## src/rtl/pipe_debug_ctrl_pkg.sv

```systemverilog
// ----------------------------------------------------------------------------
// pipe_debug_ctrl_pkg
// Shared definitions for the pipeline debug controller:
//   - cmd_op_e      : debug command opcodes carried on cmd_op
//   - halt_cause_e  : reason recorded when the controller enters HALT
//   - dbg_state_e   : controller FSM state
//   - is_active()   : state decode for "pipeline enabled"
// ----------------------------------------------------------------------------
package pipe_debug_ctrl_pkg;

    localparam int CMD_ARG_W = 16;
    localparam int CYCLE_W   = 32;

    typedef enum logic [2:0] {
        OP_NOP       = 3'd0,
        OP_RUN       = 3'd1,
        OP_STEP      = 3'd2,
        OP_HALT      = 3'd3,
        OP_SET_BRK   = 3'd4,
        OP_CLR_BRK   = 3'd5,
        OP_CLR_TRACE = 3'd6,
        OP_RSVD      = 3'd7   // decoded as a no-op
    } cmd_op_e;

    typedef enum logic [1:0] {
        CAUSE_CMD       = 2'd0,
        CAUSE_BRK       = 2'd1,
        CAUSE_STEP_DONE = 2'd2,
        CAUSE_FINAL     = 2'd3
    } halt_cause_e;

    typedef enum logic [1:0] {
        ST_IDLE = 2'd0,
        ST_RUN  = 2'd1,
        ST_STEP = 2'd2,
        ST_HALT = 2'd3
    } dbg_state_e;

    // The pipeline is enabled only while running freely or stepping.
    function automatic logic is_active(input dbg_state_e s);
        return (s == ST_RUN) || (s == ST_STEP);
    endfunction

endpackage

```

## src/rtl/pipe_debug_ctrl_trace_buf.sv

```systemverilog
// ----------------------------------------------------------------------------
// pc_trace_buf
// Circular buffer of the most recent fetch PCs.
//   clk      : clock
//   srst     : synchronous active-high reset (clears count, pointer, read reg)
//   push     : write wr_data at the current write pointer
//   clr      : empty the buffer; a push in the same cycle is dropped
//   wr_data  : PC to record
//   rd_idx   : read index, 0 = most recent push
//   rd_data  : registered read data (1-cycle latency), 0 when rd_idx >= count
//   count    : number of valid entries, saturates at DEPTH
// ----------------------------------------------------------------------------
module pc_trace_buf
    import pipe_debug_ctrl_pkg::*;
#(
    parameter int PC_W  = 9,
    parameter int DEPTH = 16
) (
    input  logic                     clk,
    input  logic                     srst,
    input  logic                     push,
    input  logic                     clr,
    input  logic [PC_W-1:0]          wr_data,
    input  logic [$clog2(DEPTH)-1:0] rd_idx,
    output logic [PC_W-1:0]          rd_data,
    output logic [$clog2(DEPTH):0]   count
);

    localparam int IDX_W = $clog2(DEPTH);

    logic [PC_W-1:0]  mem [DEPTH];
    logic [IDX_W-1:0] wr_ptr_reg, wr_ptr_next;
    logic [IDX_W:0]   count_reg, count_next;
    logic [PC_W-1:0]  rd_raw_reg;
    logic             rd_hit_reg;
    logic             push_ok;
    logic [IDX_W-1:0] rd_addr;
    logic             rd_in_range;

    assign push_ok = push && !clr;

    // Newest entry sits one below the write pointer; the subtraction wraps
    // naturally because DEPTH is a power of two.
    assign rd_addr     = wr_ptr_reg - IDX_W'(1) - rd_idx;
    assign rd_in_range = ({1'b0, rd_idx} < count_reg);

    always_comb begin
        wr_ptr_next = wr_ptr_reg;
        count_next  = count_reg;
        if (clr) begin
            wr_ptr_next = '0;
            count_next  = '0;
        end else if (push_ok) begin
            wr_ptr_next = wr_ptr_reg + IDX_W'(1);
            if (count_reg < (IDX_W+1)'(DEPTH)) begin
                count_next = count_reg + (IDX_W+1)'(1);
            end
        end
    end

    always_ff @(posedge clk) begin
        if (srst) begin
            wr_ptr_reg <= '0;
            count_reg  <= '0;
            rd_hit_reg <= 1'b0;
        end else begin
            wr_ptr_reg <= wr_ptr_next;
            count_reg  <= count_next;
            rd_hit_reg <= rd_in_range;
        end
    end

    // Storage and raw read port kept reset-free so they map onto block RAM;
    // stale contents are masked by rd_hit_reg.
    always_ff @(posedge clk) begin
        if (push_ok) begin
            mem[wr_ptr_reg] <= wr_data;
        end
        rd_raw_reg <= mem[rd_addr];
    end

    assign rd_data = rd_hit_reg ? rd_raw_reg : '0;
    assign count   = count_reg;

endmodule

```

## src/rtl/pipe_debug_ctrl.sv

```systemverilog
// ----------------------------------------------------------------------------
// pipe_debug_ctrl
// Run/step/halt debug controller for a small pipeline, with PC breakpoints,
// an enabled-cycle counter and a PC trace buffer.
//   clk, inicio      : clock, synchronous active-high reset
//   cmd_valid/ready  : command handshake; ready drops for one cycle after
//                      every accepted command
//   cmd_op/arg/slot  : opcode, STEP count or breakpoint PC, breakpoint slot
//   pc_i, final_i    : fetch PC and end-of-program flag from the pipeline
//   activo_o         : pipeline enable (RUN or STEP)
//   halted_o         : controller is in HALT
//   halt_cause_o     : why the last halt happened
//   cycle_cnt_o      : number of enabled cycles since reset (wraps)
//   trace_rd_idx     : trace read index, 0 = newest
//   trace_rd_data    : registered trace read data
//   trace_count      : valid trace entries
// ----------------------------------------------------------------------------
module pipe_debug_ctrl
    import pipe_debug_ctrl_pkg::*;
#(
    parameter int PC_W        = 9,
    parameter int N_BRK       = 4,
    parameter int TRACE_DEPTH = 16
) (
    input  logic                           clk,
    input  logic                           inicio,
    input  logic                           cmd_valid,
    output logic                           cmd_ready,
    input  logic [2:0]                     cmd_op,
    input  logic [CMD_ARG_W-1:0]           cmd_arg,
    input  logic [$clog2(N_BRK)-1:0]       cmd_slot,
    input  logic [PC_W-1:0]                pc_i,
    input  logic                           final_i,
    output logic                           activo_o,
    output logic                           halted_o,
    output logic [1:0]                     halt_cause_o,
    output logic [CYCLE_W-1:0]             cycle_cnt_o,
    input  logic [$clog2(TRACE_DEPTH)-1:0] trace_rd_idx,
    output logic [PC_W-1:0]                trace_rd_data,
    output logic [$clog2(TRACE_DEPTH):0]   trace_count
);

    localparam int SLOT_W = $clog2(N_BRK);

    // ------------------------------------------------------------------
    // Command handshake and decode
    // ------------------------------------------------------------------
    logic     cmd_ready_reg;
    logic     cmd_accept;
    cmd_op_e  op;
    logic     run_cmd, step_cmd, halt_cmd, set_brk_cmd, clr_brk_cmd, clr_trace_cmd;

    assign op            = cmd_op_e'(cmd_op);
    assign cmd_accept    = cmd_valid && cmd_ready_reg;
    assign run_cmd       = cmd_accept && (op == OP_RUN);
    assign step_cmd      = cmd_accept && (op == OP_STEP);
    assign halt_cmd      = cmd_accept && (op == OP_HALT);
    assign set_brk_cmd   = cmd_accept && (op == OP_SET_BRK);
    assign clr_brk_cmd   = cmd_accept && (op == OP_CLR_BRK);
    assign clr_trace_cmd = cmd_accept && (op == OP_CLR_TRACE);

    // Ready is simply the inverse of "accepted last cycle".
    always_ff @(posedge clk) begin
        if (inicio) begin
            cmd_ready_reg <= 1'b1;
        end else begin
            cmd_ready_reg <= !cmd_accept;
        end
    end

    assign cmd_ready = cmd_ready_reg;

    // ------------------------------------------------------------------
    // Breakpoint slots and compare
    // ------------------------------------------------------------------
    logic [N_BRK-1:0] slot_match;

    genvar gi;
    generate
        for (gi = 0; gi < N_BRK; gi++) begin : g_slot
            logic            en_reg;
            logic [PC_W-1:0] pc_reg;
            logic            slot_sel;

            assign slot_sel = (cmd_slot == SLOT_W'(gi));

            always_ff @(posedge clk) begin
                if (inicio) begin
                    en_reg <= 1'b0;
                    pc_reg <= '0;
                end else if (set_brk_cmd && slot_sel) begin
                    en_reg <= 1'b1;
                    pc_reg <= cmd_arg[PC_W-1:0];
                end else if (clr_brk_cmd && slot_sel) begin
                    en_reg <= 1'b0;
                end
            end

            assign slot_match[gi] = en_reg && (pc_reg == pc_i);
        end
    endgenerate

    // ------------------------------------------------------------------
    // Controller FSM
    // ------------------------------------------------------------------
    dbg_state_e           state_reg, state_next;
    halt_cause_e          cause_reg, cause_next;
    logic [CMD_ARG_W-1:0] step_cnt_reg, step_cnt_next;
    logic                 skip_reg, skip_next;
    logic                 activo_reg, activo_next;
    logic                 halted_reg, halted_next;
    logic                 brk_hit;
    logic                 step_done;

    // skip_reg masks breakpoints for the first enabled cycle after a resume
    // from HALT, so a halt at a breakpoint PC does not immediately re-trigger.
    assign brk_hit   = activo_reg && !skip_reg && (|slot_match);
    // This enabled cycle is the last one of the requested step burst.
    assign step_done = (state_reg == ST_STEP) && (step_cnt_reg == CMD_ARG_W'(1));

    // State register
    always_ff @(posedge clk) begin
        if (inicio) begin
            state_reg    <= ST_IDLE;
            cause_reg    <= CAUSE_CMD;
            step_cnt_reg <= '0;
            skip_reg     <= 1'b0;
            activo_reg   <= 1'b0;
            halted_reg   <= 1'b0;
        end else begin
            state_reg    <= state_next;
            cause_reg    <= cause_next;
            step_cnt_reg <= step_cnt_next;
            skip_reg     <= skip_next;
            activo_reg   <= activo_next;
            halted_reg   <= halted_next;
        end
    end

    // Next-state logic
    always_comb begin
        state_next    = state_reg;
        cause_next    = cause_reg;
        step_cnt_next = step_cnt_reg;
        skip_next     = skip_reg;
        unique case (state_reg)
            ST_IDLE, ST_HALT: begin
                if (run_cmd) begin
                    state_next = ST_RUN;
                    skip_next  = (state_reg == ST_HALT);
                end else if (step_cmd) begin
                    state_next    = ST_STEP;
                    skip_next     = (state_reg == ST_HALT);
                    step_cnt_next = (cmd_arg == '0) ? CMD_ARG_W'(1) : cmd_arg;
                end
            end
            ST_RUN, ST_STEP: begin
                // Every cycle here is an enabled cycle.
                skip_next = 1'b0;
                if (state_reg == ST_STEP) begin
                    step_cnt_next = step_cnt_reg - CMD_ARG_W'(1);
                end
                // Priority: FINAL > BRK > STEP_DONE > CMD
                if (final_i) begin
                    state_next = ST_HALT;
                    cause_next = CAUSE_FINAL;
                end else if (brk_hit) begin
                    state_next = ST_HALT;
                    cause_next = CAUSE_BRK;
                end else if (step_done) begin
                    state_next = ST_HALT;
                    cause_next = CAUSE_STEP_DONE;
                end else if (halt_cmd) begin
                    state_next = ST_HALT;
                    cause_next = CAUSE_CMD;
                end
            end
        endcase
    end

    // Output decode of the next state, registered alongside state_reg
    always_comb begin
        activo_next = is_active(state_next);
        halted_next = (state_next == ST_HALT);
    end

    assign activo_o     = activo_reg;
    assign halted_o     = halted_reg;
    assign halt_cause_o = cause_reg;

    // ------------------------------------------------------------------
    // Enabled-cycle counter
    // ------------------------------------------------------------------
    logic [CYCLE_W-1:0] cycle_cnt_reg;

    always_ff @(posedge clk) begin
        if (inicio) begin
            cycle_cnt_reg <= '0;
        end else if (activo_reg) begin
            cycle_cnt_reg <= cycle_cnt_reg + CYCLE_W'(1);
        end
    end

    assign cycle_cnt_o = cycle_cnt_reg;

    // ------------------------------------------------------------------
    // PC trace
    // ------------------------------------------------------------------
    pc_trace_buf #(
        .PC_W  (PC_W),
        .DEPTH (TRACE_DEPTH)
    ) u_trace (
        .clk     (clk),
        .srst    (inicio),
        .push    (activo_reg),
        .clr     (clr_trace_cmd),
        .wr_data (pc_i),
        .rd_idx  (trace_rd_idx),
        .rd_data (trace_rd_data),
        .count   (trace_count)
    );

endmodule

```

## config.mk

```make
export PLATFORM = sky130hd
export DESIGN_NAME = pipe_debug_ctrl
export DESIGN_NICKNAME = d
export VERILOG_FILES = /design/src/rtl/pipe_debug_ctrl_pkg.sv /design/src/rtl/pipe_debug_ctrl_trace_buf.sv /design/src/rtl/pipe_debug_ctrl.sv
export SDC_FILE = /design/constraint.sdc
export NUM_CORES = 1
export LEC_CHECK = 0
export BUFFER_PORTS_ARGS = -buffer_cell sky130_fd_sc_hd__clkbuf_2
export CORE_MARGIN = 3
export CORE_UTILIZATION = 55
export DETAILED_ROUTE_END_ITERATION = 6
export MAX_ROUTING_LAYER = met4
export PLACE_DENSITY_LB_ADDON = 0.2
export SETUP_SLACK_MARGIN = 0.1
export SYNTH_ARGS = -nofsm -noshare
export SYNTH_HDL_FRONTEND = slang
export SYNTH_SLANG_ARGS = --single-unit
```

## constraint.sdc

```tcl
create_clock -name clk -period 3.1 [get_ports clk]
set_input_delay 0.465 -clock clk [delete_from_list [all_inputs] [get_ports clk]]
set_output_delay 0.465 -clock clk [all_outputs]
set_load 0.02 [all_outputs]
```

==> impl_metrics.csv, run 1 <==
group,metric,value,unit
setup_path,cp_common_cell,"inv_1",
pwr,ir_drop,0.000498,V
status,status,"completed",
routing,drc,0,
sta,slew_violations,0,
setup_path,cp_num_buf_inv,3,
yosys,synthMuxAreaShare,11.8,%
die,core_area,19600,um2
placement,place_congestion,0.849,
global_route,grt_use_total,22.9,%
die,start_util,56.5,%
global_route,antenna_found_initial,0,
yosys,ys_ff_latch,259,
yosys,synthSimpleGateAreaFrac,12.6,%
cells_and_area,fill_cells,1518,
sta,worst_slew_margin_rel,50.5,%
clock_tree,cts_resized,0,
yosys,yosysSeqAreaShare,59.9,%
pwr,cellPowerDensity,758,nW/um2
sta,fin_crit,2.28,ns
cells_and_area,diodes,0,
sta,hold_viol,0,
routing,detail-route-antenna-nets,0,
global_route,grt_pass1_wl,38300,um
routing,vias,7198,
routing,first_iter_violations,467,
global_route,grt_max_degree,48,
yosys,yosys_warnings,0,
yosys,synth_cells,873,
sta,finalSetupTns,0,ns
die,pin_count,89,
setup_path,slowest_delay,0.51,ns
cells_and_area,fin_nets,1043,
cells_and_area,stdcell_area,12800,um2
placement,placed_area,11900,um2
yosys,synthXorXnorAreaFrac,5.93,%
sta,fin_worst_skew,0.0349,ns
clock_tree,cts_setup_buffers,0,
sta,rsz0062_at_grt,"false",
pwr,leakagePower,4.77,nW
setup_path,critPathRequiredTime,3.57,ns
yosys,async_flop_share,0,%
hold_path,hold_class,"primary input to register",
clock_tree,clk_pin_slew,0.06,ns
setup_path,slowest_stage,"a41oi_1",
yosys,synth_top_family_by_area,"simple AND/OR/NAND/NOR gates",
clock_tree,cts_sinks,259,
yosys,synth_ff_type,"edfxtp_1",
clock_tree,ctsRootBufferMaster,"clkbuf_16",
sta,tightestPinTransition,0.742,ns
clock_tree,clk_path_buf_depth,3,
die,fp.dieW,148,um
yosys,syn-cell-area,11100,um2
routing,routedWlPerCell,19.2,um
placement,dp_hpwl,15800,um
setup_path,crit_path_cell_trace,"inv_1 > ha_1 > inv_1 > a41oi_1 > buf_4 > a22o_1 > nand2_1 > a21oi_1",
sta,fin_crit_sh,73.6,%
setup_path,cp_data_arrival_time,2.75,ns
clock_tree,hold_buffers,0,
clock_tree,htree_levels,1,
routing,routed_wl,24400,um
sta,max_freq,438,MHz
cells_and_area,utilization,65.5,%
placement,io_buffers,88,
cells_and_area,drive_gt1_share,21.8,%
cells_and_area,syn_to_final_growth,15.8,%
die,die_area,21900,um2
sta,finalSetupViolCount,0,
yosys,synth_edf_count,144,
clock_tree,clock_latency,0.56,ns
setup_path,path_max_fanout,9,
setup_path,cp_top_family,"compound AO/OA/AOI/OAI gates",
setup_path,crit_type,"register to register",
routing,drtPass1Iterations,5,
setup_path,start_kind,"register",
global_route,grt_pass1_vias,6907,
yosys,ys_types,55,
yosys,syn-mean-instance-area,12.7,um2
cells_and_area,largest_register_ffs,144,
yosys,synth_nets,930,
clock_tree,cts_buffers,27,
routing,via_per_inst,5.66,
setup_path,critPathCaptureType,"register",
yosys,synth_fa_ha_area_share,2.22,%
die,die_h,148,um
die,num_rows,51,
global_route,grt-ovfl-total,0,
job,drv_cap,0,
yosys,synth_compound_area_share,5.55,%
clock_tree,cts_tree,"built",
==> synthesized netlist by cell type, drive strengths merged, types with 5 or more instances <==
master / number / area share (%)
nor2: 128 / 4.5
xnor2: 26 / 2.1
a211oi: 9 / 0.61
nand2b: 6 / 0.34
and3: 10 / 0.62
buf: 17 / 0.88
clkbuf: 18 / 0.61
nor3: 10 / 0.75
nand2: 47 / 1.6
edfxtp: 144 / 39
mux4: 36 / 7.3
mux2i: 49 / 4.4
a22oi: 5 / 0.34
and2: 9 / 0.51
nand4: 12 / 1.0
dfxtp: 115 / 21
nand3: 13 / 0.59
o21ai: 28 / 1.3
nor2b: 15 / 0.85
a21oi: 41 / 1.9
xor2: 49 / 3.9
nor4: 14 / 0.79
ha: 18 / 2.0
or3: 7 / 0.40
inv: 17 / 0.58
==> metrics by stage <==
step                      hold slack (ns)  worst slack (ns)  instances  total power (W)
final                               0.134             0.817       1272          0.00972
after global routing                0.142             0.623       1272           0.0102
after CTS                           0.119             0.811       1272          0.00980
after detailed placement            0.415             0.451       1222          0.00663
after global placement              0.407             0.527       1222          0.00661
after floorplan                     0.446             0.507        873          0.00601
==> worst register-to-register path: stages, from the launching register on <==
cell and delay, ns:
dfxtp_1 0.38, inv_1 0.08, ha_1 0.44, inv_1 0.22, a41oi_1 0.52, buf_4 0.26, a22o_1 0.15, nand2_1 0.06
a21oi_1 0.12
==> metal layers <==
metal / vias up / global-route usage [%] / part of all wire [%]
met5: - / - / 0
met2: 213 / 36.0 / 48
met4: 0 / 6.70 / 2.6
met1: 3540 / 31.3 / 44
met3: 48 / 3.92 / 5.9
li1: 3397 / - / -
==> final timing paths <==
check                          start                       endpoint  slack, ns  depth (start not counted)
max          state_reg[0]$_SDFF_PP0_  step_cnt_reg[11]$_SDFFE_PP0P_       0.82                          8
min                        cmd_valid           cmd_ready$_SDFF_PP1_       0.13                          2
max reg2reg  state_reg[0]$_SDFF_PP0_  step_cnt_reg[11]$_SDFFE_PP0P_       0.82                          8
min reg2reg     cmd_ready$_SDFF_PP1_           cmd_ready$_SDFF_PP1_       0.43                          1
==> power breakdown <==
| group | total [W] | switching [W] | internal, W | leakage [nW] |
|---|---|---|---|---|
| registers | 0.00409 | 0.000208 | 0.00388 | 2.23 |
| logic | 0.00247 | 0.00135 | 0.00113 | 2.09 |
| clock network | 0.00316 | 0.00132 | 0.00184 | 0.446 |
==> cell usage in the layout (no fill, tap or decap), drive strengths merged, types with 12 or more instances in the layout <==
master and n:
edfxtp 144, nor2 128, clkbuf 120, dfxtp 115, mux2i 49, xor2 49, nand2 47, a21oi 41
mux4 36, buf 32, o21ai 28, xnor2 26, inv 18, ha 18, nor2b 15, nor4 14
clkinv 14, nand3 13, nand4 12
==> area by class of cell <==
cell class              count  area (um2)  area share (%)
flip-flops and latches    259        6630            51.7
multi-input cells         562        4230            32.9
clock buffers              33         728            5.68
repair buffers            119         701            5.46
well taps                 265         332            2.59
clock inverters            17         148            1.15
inverters                  17        63.8           0.498
==> cell families after synthesis <==
kind of cell,count (synthesis)
buffers and inverters,52
flip-flops,259
AO/OA/AOI/OAI,103
XOR/XNOR,75
multiplexers,85
AND/OR/NAND/NOR,280
adder cells (fa/ha/maj),19
No activity file was read; power rests on OpenSTA's default activity.
==> run 2: changes to the inputs <==
ABC_AREA = 1   (was not set)
clock period = 2.3 ns   (was 3.1 ns; I/O delays follow)
==> run 2 against run 1 <==
Power increased by 44%. Non-clock buffer count up 25. Flip-flop and latch count unchanged. First-iteration DRC count up 58%. Critical path depth grew 1. Via count rose by 31%. Maximum frequency is 6.9% higher. Final area is 6.8% higher. Sequential power is 35% higher. Clock skew is 0.026 ns lower. Worst setup slack worse by 0.65 ns. Count of clock-buffer cells in the layout grew 10. Critical endpoint is now u_trace.rd_raw_reg[0]$_DFF_P_.
==> impl_metrics.csv, run 2 <==
group,metric,value,unit
pwr,ir_drop,0.000655,V
cells_and_area,syn_to_final_growth,16.7,%
yosys,ys_ff_latch,259,
die,die_area,23100,um2
setup_path,slowest_delay,0.46,ns
die,start_util,56.9,%
cells_and_area,fill_cells,1619,
placement,place_congestion,0.859,
yosys,synthXorXnorAreaFrac,1.77,%
yosys,yosys-top-cells-count,"nor2_1 (229), nand2_1 (197), edfxtp_1 (144), inv_1 (131), dfxtp_1 (115)",
sta,tightestPinTransition,0.476,ns
clock_tree,htree_levels,1,
sta,finalSetupViolCount,0,
routing,drc,0,
yosys,yosys_warnings,0,
yosys,yosys.area.top_type,"edfxtp_1",
setup_path,slowest_stage,"fa_2",
setup_path,worst-r2r-cell-count,9,
yosys,ys_types,49,
sta,finalSetupTns,0,ns
yosys,async_flop_share,0,%
global_route,antenna_found_initial,0,
cells_and_area,fin_nets,1475,
yosys,synth_top_family_by_area,"simple AND/OR/NAND/NOR gates",
sta,max_freq,468,MHz
routing,via_per_inst,5.52,
sta,rsz0062_at_grt,"true",
die,fp.dieW,152,um
pwr,cellPowerDensity,1020,nW/um2
global_route,grt_use_total,24.3,%
cells_and_area,drive_gt1_share,16.0,%
global_route,grt_pass1_wl,45400,um
cells_and_area,final_cells,1708,
yosys,synthSimpleGateAreaFrac,19.4,%
yosys,syn-mean-instance-area,9.08,um2
yosys,synth_fa_ha_area_share,2.09,%
yosys,synth_top_cell_area_share,36.8,%
clock_tree,cts_buffers,27,
clock_tree,cts_tree,"built",
setup_path,critPathCaptureType,"register",
yosys,synth_edf_count,144,
clock_tree,clk_pin_slew,0.06,ns
die,num_rows,52,
sta,fin_crit_sh,92.9,%
placement,io_buffers,88,
sta,slew_violations,0,
cells_and_area,largest_register_ffs,144,
setup_path,critPathRequiredTime,2.70,ns
routing,routed_wl,28800,um
sta,worst_slew_margin_rel,68.3,%
setup_path,start_kind,"register",
yosys,yosysMostFrequentCell,"nor2_1",
setup_path,path_max_fanout,9,
setup_path,cp_data_arrival_time,2.54,ns
status,status,"completed",
yosys,synth_area_leaders,"edfxtp_1 (37%), dfxtp_1 (20%), nor2_1 (7.3%), nand2_1 (6.3%), o21ai_0 (4.8%)",
sta,timing.hold.ws,0.0919,ns
placement,dp_hpwl,18900,um
clock_tree,ctsRootBufferMaster,"clkbuf_16",
yosys,synth_ff_type,"edfxtp_1",
yosys,synth_nets,1350,
sta,fin_worst_skew,0.00859,ns
routing,first_iter_violations,736,
yosys,yosysSeqAreaShare,56.5,%
setup_path,startpoint,"u_trace.wr_ptr_reg[0]$_SDFFE_PP0P_",
clock_tree,clk_path_buf_depth,3,
placement,place_inst,1652,
global_route,grt_max_degree,73,
setup_path,crit_path_cell_trace,"ha_2 > fa_2 > buf_12 > buf_12 > o21ai_0 > o32ai_2 > mux2_4 > nor2_2 > a31oi_1",
setup_path,crit-reg2reg-launch,"u_trace.wr_ptr_reg[0]$_SDFFE_PP0P_",
routing,vias,9425,
cells_and_area,diodes,0,
clock_tree,clock_latency,0.53,ns
die,pin_count,89,
setup_path,r2r_slack,0.16,ns
die,core_area,20600,um2
routing,drtPass1Iterations,5,
global_route,grt_pass1_vias,9185,
routing,detail-route-antenna-nets,0,
hold_path,hold_class,"primary input to register",
routing,routedWlPerCell,16.8,um
job,drv_cap,0,
cells_and_area,most-common-layout-cells,"nor2_1 (228), nand2_1 (197), edfxtp_1 (144)",
die,die_h,152,um
pwr,leakagePower,5.39,nW
yosys,synthMuxAreaShare,0.863,%
setup_path,crit_end,"u_trace.rd_raw_reg[0]$_DFF_P_",
yosys,syn-cell-area,11700,um2
setup_path,reg2reg_to,"u_trace.rd_raw_reg[0]$_DFF_P_",
clock_tree,cts_sinks,259,
clock_tree,hold_buffers,0,
setup_path,crit_type,"register to register",
cells_and_area,mostFrequentLayoutCell,"nor2_1",
global_route,grt-ovfl-total,0,
yosys,synth_compound_area_share,13.2,%
yosys,synth_cells,1293,
hold_path,hold_start,"cmd_valid",
sta,fin_crit,2.14,ns
setup_path,cp_common_cell,"buf_12",
sta,hold_viol,0,
run 2: metrics by stage:
stage / area, um2 / utilization, % / setup WS [ns] / power (W)
after floorplan: 11700 / - / 0.109 / 0.00833
after global placement: 12700 / 61.7 / 0.0169 / 0.00937
after detailed placement: 12700 / 61.7 / -0.0128 / 0.00950
after CTS: 13500 / 65.6 / 0.121 / 0.0135
after global routing: 13700 / 66.4 / 0.0838 / 0.0147
final: 13700 / 66.4 / 0.164 / 0.0140
run 2: power by group:
part,internal (W),total (W),switching [W]
Sequential,0.00525,0.00551,0.000260
Clock,0.00235,0.00405,0.00170
Combinational,0.00173,0.00440,0.00266
run 2: cell type report:
class	count	area, um2	share of cell area [%]
clock buffer	43	756	5.52
clock inverter	6	52.6	0.384
inverter	140	528	3.85
multi-input combinational	846	4410	32.2
sequential	259	6630	48.4
tap	270	338	2.47
timing repair buffer	144	991	7.23
run 2: worst min path at each step:
stage	to	depth (start not counted)
2_1_floorplan	g_slot[1].pc_reg[1]$_SDFFE_PP0P_	2
3_3_place_gp	g_slot[3].pc_reg[5]$_SDFFE_PP0P_	2
3_5_place_dp	g_slot[3].pc_reg[5]$_SDFFE_PP0P_	2
4_1_cts	cmd_ready$_SDFF_PP1_	4
5_1_grt	cmd_ready$_SDFF_PP1_	4
6_report	cmd_ready$_SDFF_PP1_	4
run 2: repair_timing:
action | in CTS | in global routing
gates resized for setup | 0 | 7
setup buffers | 0 | 1
endpoints found under the setup margin | 0 | 9
run 2: cell families after synthesis:
group	after synthesis
and+or+nand+nor	528
AOI/OAI and AO/OA	268
DFF	259
buffers and inverters	188
xor gates and xnor gates	22
adders and majority gates	19
muxes	9
run 2: layer usage:
layer	GRT usage [%]	routed length, um
met5	-	0
met4	6.81	707
met3	2.93	1870
met2	40.8	14200
met1	31.3	12000
run 2: worst max-delay path: cells and delay by family (launching register included):
| family | cells | cell delay [ns] |
|---|---|---|
| simple gates | 1 | 0.15 |
| fa+ha+maj | 2 | 0.65 |
| compound gates | 3 | 0.28 |
| flops | 1 | 0.34 |
| buf+inv | 2 | 0.31 |
| mux | 1 | 0.27 |
